[config.mk]
export PLATFORM = sky130hd
export DESIGN_NAME = bnn_accum_tree
export DESIGN_NICKNAME = d
export VERILOG_FILES = /design/src/rtl/bnn_accum_tree.sv
export SDC_FILE = /design/constraint.sdc
export NUM_CORES = 2
export LEC_CHECK = 0
export CELL_PAD_IN_SITES_DETAIL_PLACEMENT = 1
export CELL_PAD_IN_SITES_GLOBAL_PLACEMENT = 2
export CORE_ASPECT_RATIO = 0.9
export CORE_MARGIN = 3
export CORE_UTILIZATION = 36
export DETAILED_ROUTE_END_ITERATION = 12
export PLACE_DENSITY_LB_ADDON = 0.1
export SLEW_MARGIN = 20
export SYNTH_ARGS = -nofsm -noshare
export SYNTH_HDL_FRONTEND = slang
export SYNTH_SLANG_ARGS = --single-unit
export TNS_END_PERCENT = 1
[constraint.sdc]
create_clock -name clk -period 73.3 [get_ports clk]
set_input_delay 21.99 -clock clk [delete_from_list [all_inputs] [get_ports clk]]
set_output_delay 21.99 -clock clk [all_outputs]
set_load 0.01 [all_outputs]
[src/rtl/bnn_accum_tree.sv]
// rtl/bnn_accum_tree.sv - pipelined N-input signed adder tree feeding a multi-beat packet accumulator
// Optional macro ACCUM_SAT_EN: clamp the accumulator to ACC_W and report a sticky per-packet out_sat flag.
module bnn_accum_tree #(
    parameter int N_IN   = 64,
    parameter int IN_W   = 19,
    parameter int ACC_W  = 26,
    parameter int BEAT_W = 8
) (
    input  logic                    clk,
    input  logic                    rst,
    input  logic signed [IN_W-1:0]  in_data [N_IN],
    input  logic                    in_valid,
    input  logic                    in_last,
    input  logic                    in_clear,
    output logic signed [ACC_W-1:0] out_data,
    output logic                    out_valid,
    output logic [BEAT_W-1:0]       out_beats,
    output logic                    out_sat
);
    localparam int L     = $clog2(N_IN);
    localparam int SUM_W = IN_W + L;

    typedef enum logic {
        S_IDLE,
        S_ACCUM
    } state_t;

    // Level k keeps N_IN>>k sums one bit wider than level k-1, so no level can overflow.
    genvar k;
    generate
        for (k = 1; k <= L; k++) begin : g_lvl
            localparam int W   = IN_W + k;
            localparam int CNT = N_IN >> k;
            logic signed [W-1:0] sum_q [CNT];

            if (k == 1) begin : g_leaf
                always_ff @(posedge clk or posedge rst) begin
                    if (rst) begin
                        for (int i = 0; i < CNT; i++) sum_q[i] <= '0;
                    end else begin
                        for (int i = 0; i < CNT; i++) begin
                            sum_q[i] <= {in_data[2*i][IN_W-1], in_data[2*i]}
                                      + {in_data[2*i+1][IN_W-1], in_data[2*i+1]};
                        end
                    end
                end
            end else begin : g_node
                always_ff @(posedge clk or posedge rst) begin
                    if (rst) begin
                        for (int i = 0; i < CNT; i++) sum_q[i] <= '0;
                    end else begin
                        for (int i = 0; i < CNT; i++) begin
                            sum_q[i] <= {g_lvl[k-1].sum_q[2*i][W-2], g_lvl[k-1].sum_q[2*i]}
                                      + {g_lvl[k-1].sum_q[2*i+1][W-2], g_lvl[k-1].sum_q[2*i+1]};
                        end
                    end
                end
            end
        end
    endgenerate

    // Bit 0 of each chain is the incoming beat; bit L is the beat leaving the tree.
    logic [L-1:0] vld_q;
    logic [L-1:0] last_q;
    logic [L:0]   vld_chain;
    logic [L:0]   last_chain;

    assign vld_chain  = {vld_q, in_valid & ~in_clear};
    assign last_chain = {last_q, in_valid & in_last};

    always_ff @(posedge clk or posedge rst) begin
        if (rst) begin
            vld_q  <= '0;
            last_q <= '0;
        end else begin
            vld_q  <= in_clear ? '0 : vld_chain[L-1:0];
            last_q <= last_chain[L-1:0];
        end
    end

    logic                     beat_vld;
    logic                     beat_last;
    logic signed [SUM_W-1:0]  tree_sum;
    logic signed [ACC_W-1:0]  beat_sum;

    assign beat_vld  = vld_chain[L];
    assign beat_last = last_chain[L];
    assign tree_sum  = g_lvl[L].sum_q[0];
    assign beat_sum  = ACC_W'(tree_sum);

    state_t                   state_q;
    logic signed [ACC_W-1:0]  acc_q;
    logic signed [ACC_W-1:0]  acc_d;
    logic signed [ACC_W-1:0]  acc_sum;
    logic [BEAT_W-1:0]        cnt_q;
    logic [BEAT_W-1:0]        cnt_d;
    logic signed [ACC_W-1:0]  out_data_q;
    logic [BEAT_W-1:0]        out_beats_q;
    logic                     out_valid_q;

`ifdef ACCUM_SAT_EN
    logic signed [ACC_W:0]    wide_sum;
    logic                     clamp;
    logic                     sat_q;
    logic                     sat_d;
    logic                     out_sat_q;

    assign wide_sum = {acc_q[ACC_W-1], acc_q} + {beat_sum[ACC_W-1], beat_sum};
    assign clamp    = wide_sum[ACC_W] ^ wide_sum[ACC_W-1];
    assign sat_d    = (state_q == S_ACCUM) ? (sat_q | clamp) : 1'b0;

    always_comb begin
        acc_sum = wide_sum[ACC_W-1:0];
        if (clamp) begin
            acc_sum = wide_sum[ACC_W] ? {1'b1, {(ACC_W-1){1'b0}}} : {1'b0, {(ACC_W-1){1'b1}}};
        end
    end

    always_ff @(posedge clk or posedge rst) begin
        if (rst) begin
            sat_q     <= 1'b0;
            out_sat_q <= 1'b0;
        end else if (in_clear) begin
            sat_q <= 1'b0;
        end else if (beat_vld) begin
            sat_q <= sat_d;
            if (beat_last) begin
                out_sat_q <= sat_d;
            end
        end
    end

    assign out_sat = out_sat_q;
`else
    assign acc_sum = acc_q + beat_sum;
    assign out_sat = 1'b0;
`endif

    always_comb begin
        acc_d = beat_sum;
        cnt_d = BEAT_W'(1);
        if (state_q == S_ACCUM) begin
            acc_d = acc_sum;
            cnt_d = (cnt_q == {BEAT_W{1'b1}}) ? cnt_q : cnt_q + BEAT_W'(1);
        end
    end

    always_ff @(posedge clk or posedge rst) begin
        if (rst) begin
            state_q     <= S_IDLE;
            acc_q       <= '0;
            cnt_q       <= '0;
            out_data_q  <= '0;
            out_beats_q <= '0;
            out_valid_q <= 1'b0;
        end else if (in_clear) begin
            state_q     <= S_IDLE;
            acc_q       <= '0;
            cnt_q       <= '0;
            out_valid_q <= 1'b0;
        end else begin
            out_valid_q <= 1'b0;
            if (beat_vld) begin
                acc_q <= acc_d;
                cnt_q <= cnt_d;
                if (beat_last) begin
                    state_q     <= S_IDLE;
                    out_data_q  <= acc_d;
                    out_beats_q <= cnt_d;
                    out_valid_q <= 1'b1;
                end else begin
                    state_q <= S_ACCUM;
                end
            end
        end
    end

    assign out_data  = out_data_q;
    assign out_beats = out_beats_q;
    assign out_valid = out_valid_q;

endmodule
=== After elaboration in Yosys (flattened, before gate mapping) ===
Cells that the tools add are included.

* Bitwise logic cells: 3
* Reduce and logical (&&, ||, !) cells: 2
* Muxes and demuxes: 14
* Add/subtract/negate cells: 65
* Eq/ne operators: 1

{| class="wikitable"
|+ Operators with widths
! kind !! count
|-
| 19-bit by 19-bit adder with 20-bit output || 32
|-
| 20-bit by 20-bit adder with 21-bit output || 16
|-
| 21-bit by 21-bit adder with 22-bit output || 8
|-
| 22-bit by 22-bit adder with 23-bit output || 4
|-
| 26-bit 2-to-1 mux || 3
|-
| 23-bit by 23-bit adder with 24-bit output || 2
|-
| 8-bit 2-to-1 mux || 4
|-
| 26-bit by 25-bit adder with 26-bit output || 1
|-
| 24-bit by 24-bit adder with 25-bit output || 1
|-
| 8-bit by 1-bit adder with 8-bit output (second input constant) || 1
|-
| 8-bit equality test (second input constant) || 1
|-
| 1-bit 2-to-1 mux || 6
|-
| 6-bit 2-to-1 mux || 1
|-
| 3-bit AND reduction || 1
|-
| 1-bit bitwise AND || 2
|-
| 2-bit nonzero test || 1
|-
| 1-bit NOT || 1
|}

* Word-level logic and storage cells: 156
* Register bits after elaboration: 1,399
* Input port bits: 1,221
* Output and inout bits: 36

=== Depth between registers and ports, before layout ===
* Depth after elaboration: 5
* Depth in mapped cells: 12
* Gate-level depth less buffers: 12

=== Worst setup path before layout ===
No wires, ideal clock.

* Path kind: input -> register
* From: input in_data[1140] (netlist name)
* To: register g_lvl[1].sum_q[618] (netlist name)
* Required time: 73.220 ns
* Setup time: 0.080 ns
* Setup slack: 48.959 ns
* Cell stages on the path: 11
* Path buffers: 0
* Arrival: 24.261 ns
* Path through: ha_1 fa_1 a21o_1 a21oi_1 o21ai_0 o311ai_0 nand3_1 a41oi_1 o21ai_0 a21oi_1 xnor2_1

* Word-level cells in the longest chain between the ends: 1

{| class="wikitable"
|+ Ends and longest elaborated chain
! element !! line !! text
|-
| start: declaration || 11 || <nowiki>input logic signed [IN_W-1:0] in_data [N_IN],</nowiki>
|-
| 19-bit by 19-bit adder with 20-bit output || 43 || <nowiki>+ {in_data[2*i+1][IN_W-1], in_data[2*i+1]};</nowiki>
|-
| end signal: indexed assignment || 42 || <nowiki>sum_q[i] <= {in_data[2*i][IN_W-1], in_data[2*i]}</nowiki>
|-
| end: declaration || 34 || <nowiki>logic signed [W-1:0] sum_q [CNT];</nowiki>
|}

No other way between the ends.
A chain may end at the register's enable or synchronous reset.

==> summary.md <==
| Metric | Value |
|---|---|
| Share of layout cells above drive strength 1 | 0.0438 |
| Sw Share | 0.417 |
| CP Max Fanout | ~80 |
| Cell Rows | between 150 and 200 |
| Met1 wire length | between 100000 and 150000 um |
| Flops & latches, synth | roughly 1400 |
| H-Tree Depth | 4 |
| Top_reg_cell synth | dfrtp_1 |
| Worst Max-Slew Pin Slew | 1.03 ns |
| Cts bufs inserted | approximately 160 |
| Total power | about 4.4 mW |
| Multi-input gate area | between 50000 and 60000 um^2 |
| Fillers | 27200 |
| Starting Density | 0.363 |
| Worst path bufs/invs | 7 |
| CTS max path bufs | 3 |
| Top cell type by total area after synthesis | dfrtp_1 |
| Crit-path cells | clkdlybuf4s50_1, inv_8, buf_4, buf_4, buf_4, buf_4, buf_4 |
| R2R cell count | 11 |
| Largest net degree at the start of global routing | approximately 170 |
| Area of the mapped netlist | between 80000 and 90000 um^2 |
| Synth Instances | ~9000 |
| DRT Wirelength | roughly 300000 um |
| Slowest cell on the critical path | buf_4 |
| Setup_tns | 0 ns |
| Crit path DAT | approximately 27 ns |
| Fin. Hold Viols | 0 |
| Worst-Skew Late Latency | roughly 0.8 ns |
| Storage element area | 35000 um^2 |
| Port Buf Inserts | roughly 1300 |
| Switching Power | roughly 1.9 mW |
| Leakage | between 50 and 60 nW |
| Die Wd | around 530 um |
| CTS tree | done |
| CTS sink count | 1399 |
| Top-count cell post-synth | dfrtp_1 |
| Wirelength per Cell | approximately 22 um |
| Critical path startpoint category | input port |
| Crit share post-route | 0.358 |
| Final net count | 12700 |
| Mean Syn Cell Area | 10.3 um^2 |
| Logic depth of the worst path, buffers included | 7 |
| Worst min path class | reg2reg |
| Final Setup Violations | 0 |
| GRT overflow | 0 |
| P per Cell Area | a little under 40 nW/um^2 |
| Seq pwr share | 0.282 |
| Distinct cells, synth | 89 |
| Tmin final | approximately 26 ns |
| IO Pins | about 1300 |
| Post-CTS sizing | 0 |
| Worst Path Required | approximately 74 ns |
| # DRC | 0 |
| WL met3 | roughly 11000 um |
| Total track usage | 0.229 |
| Non-Filler Instances | between 10000 and 15000 |
| First-pass GRT wire length | about 460000 um |
| Max Clk Rate | 0.0381 GHz |
| Detail Route Antenna Nets | 0 |
| Hold slack | 0.350 ns |
| Die area | 256000 um^2 |
| Core Util, Final | 0.453 |
| Crit Path Class | in2async |
| CTS root buf | clkbuf_16 |
| Placer Congestion | about 0.88 |
| Synth async-reset ratio | 1.00 |
| Sequential share of the synthesized area | 0.389 |
| Int Power | 2.58 mW |
| Clock power share | 0.184 |
| Post-synth top area share | 0.389 |
| Cell mode on critical path | buf_4 |
| VDD IR max | ~0.027 mV |
| Top layer in use | met5 |
| Net Count, Synth | 11300 |
| Status | completed |
| Hold_buf cts | 0 |
| Area delta synth->final | 24.7% |
| 1st-pass router iterations | 5 |
| Initial antenna violation count | 54 |
| Synth warnings | 0 |
| Hold Path Cell Cnt | 0 |
| Met2 WL post-DR | 149000 um |
| Slew headroom | 0.316 |
| Placed cells | roughly 13000 |
| Core area | between 200000 and 250000 um^2 |
| Initial DRC count | 2849 |
| Comb pwr share | 0.534 |
| RSZ-0062 raised after global routing | no |
| Worst-path clk slew | 0.06 ns |
| Via count | about 70000 |
| Vias in the first global route | between 70000 and 80000 |
| Synth area leaders | dfrtp_1 39%, ha_1 18%, xnor2_1 7.7%, a21oi_1 4.4%, a21o_1 3.0% |
| Worst Skew | 0.0311 ns |
| CP Capture Type | asynchronous set/reset pin |
| Delay-heaviest family, CP | buffers and inverters |
| Setup repair bufs after CTS | 0 |
| Post-synth top cells | 1399 x dfrtp_1, 1280 x ha_1, 799 x a21oi_1, 795 x xnor2_1, 562 x nor2_1 |
| Max Cap Viol | 0 |
| Vias/cell | between 5 and 6 |
| Die height | 480 um |
| Post-detail-place hpwl | between 200000 and 300000 um |
| EDFF count, synth | 0 |
| CP max stage delay | ~0.86 ns |
| Slew Viols, Final | 0 |
## metal layers
layer / GRT usage / vias up
met5: 0 / -
met4: 0.0629 / 16
met3: 0.0355 / 294
met2: 0.404 / 1150
met1: 0.290 / 35000
li1: - / 34800
## worst paths after layout
| kind | from | to | slack [ns] |
|---|---|---|---|
| max | rst | g_lvl[1].sum_q[394]$_DFF_PP0_ | 47.09 |
| max in group clk | in_data[1140] | g_lvl[1].sum_q[618]$_DFF_PP0_ | 47.98 |
| min | last_q[3]$_DFF_PP0_ | last_q[4]$_DFF_PP0_ | 0.35 |
| min in group asynchronous | rst | g_lvl[1].sum_q[284]$_DFF_PP0_ | 21.66 |
| max reg2reg | g_lvl[2].sum_q[0]$_DFF_PP0_ | g_lvl[3].sum_q[20]$_DFF_PP0_ | 69.59 |
| min reg2reg | last_q[3]$_DFF_PP0_ | last_q[4]$_DFF_PP0_ | 0.35 |
## worst register-to-register path, cell delays in order (launching register included)
cell and delay, ns:
dfrtp_1 0.47, ha_1 0.29, fa_1 0.43, a211oi_1 0.28
o21bai_1 0.14, o41ai_1 0.60, a2bb2oi_1 0.58, a211o_1 0.25
a31oi_1 0.09, nor2_1 0.17, a21oi_1 0.11, xor2_1 0.16
## sequential cells by signal, summed over array words and instances, names as in the netlist
register / count
out_valid: 1
state_q: 1
vld_q: 6
cnt_q: 8
last_q: 6
out_data: 26
g_lvl.sum_q: 1317
acc_q: 26
out_beats: 8
## power by group through the flow
stage                     combinational (mW)  clock (mW)  sequential [mW]
after floorplan                         1.72           0             1.17
after global placement                  2.32           0             1.26
after detailed placement                2.36           0             1.26
after CTS                               2.39       0.844             1.26
after global routing                    2.65       0.879             1.27
final                                   2.37       0.818             1.25
## layout by cell type, fill, tap and decap left out, types with 58 or more instances in the layout
| cell type | instances |
|---|---|
| dfrtp_1 | 1399 |
| ha_1 | 1280 |
| clkdlybuf4s50_1 | 1255 |
| a21oi_1 | 799 |
| xnor2_1 | 795 |
| nor2_1 | 562 |
| o21ai_0 | 452 |
| nand2_1 | 394 |
| a21o_1 | 365 |
| inv_1 | 281 |
| xor2_1 | 261 |
| nor3_1 | 215 |
| nand3_1 | 186 |
| o21a_1 | 172 |
| clkbuf_16 | 164 |
| o21bai_1 | 144 |
| nor2b_1 | 115 |
| a211oi_1 | 102 |
| a31oi_1 | 102 |
| nand2b_1 | 100 |
| o211ai_1 | 72 |
| and3_1 | 69 |
| fa_1 | 64 |
| nand4_1 | 58 |
## stage by stage
| stage | instance area [um^2] | worst slack (ns) |
|---|---|---|
| CTS | 112000 | 46.90 |
| finish | 112000 | 47.09 |
| floorplan | 90000 | 11.86 |
| global route | 112000 | 46.25 |
| detailed placement | 107000 | 45.99 |
| global placement | 107000 | 46.17 |
## layout make-up
class	instances	share of cell area
inverter	285	0.00960
clock buffer	217	0.0411
sequential	1399	0.312
clock inverter	73	0.00710
timing repair buffer	1276	0.114
antenna	32	0.000713
tap	3325	0.0371
multi-input combinational	7028	0.479
## cell families after synthesis
| family | count (synthesis) | share of synthesized area |
|---|---|---|
| muxes | 48 | 0.00570 |
| xor gates and xnor gates | 1056 | 0.103 |
| AOI/OAI and AO/OA | 2691 | 0.196 |
| DFF | 1399 | 0.389 |
| other | 1 | 0.0000417 |
| and+or+nand+nor | 1888 | 0.100 |
| buffers and inverters | 325 | 0.0136 |
| adders and majority gates | 1344 | 0.192 |
Power figures use the tool's default switching activity.
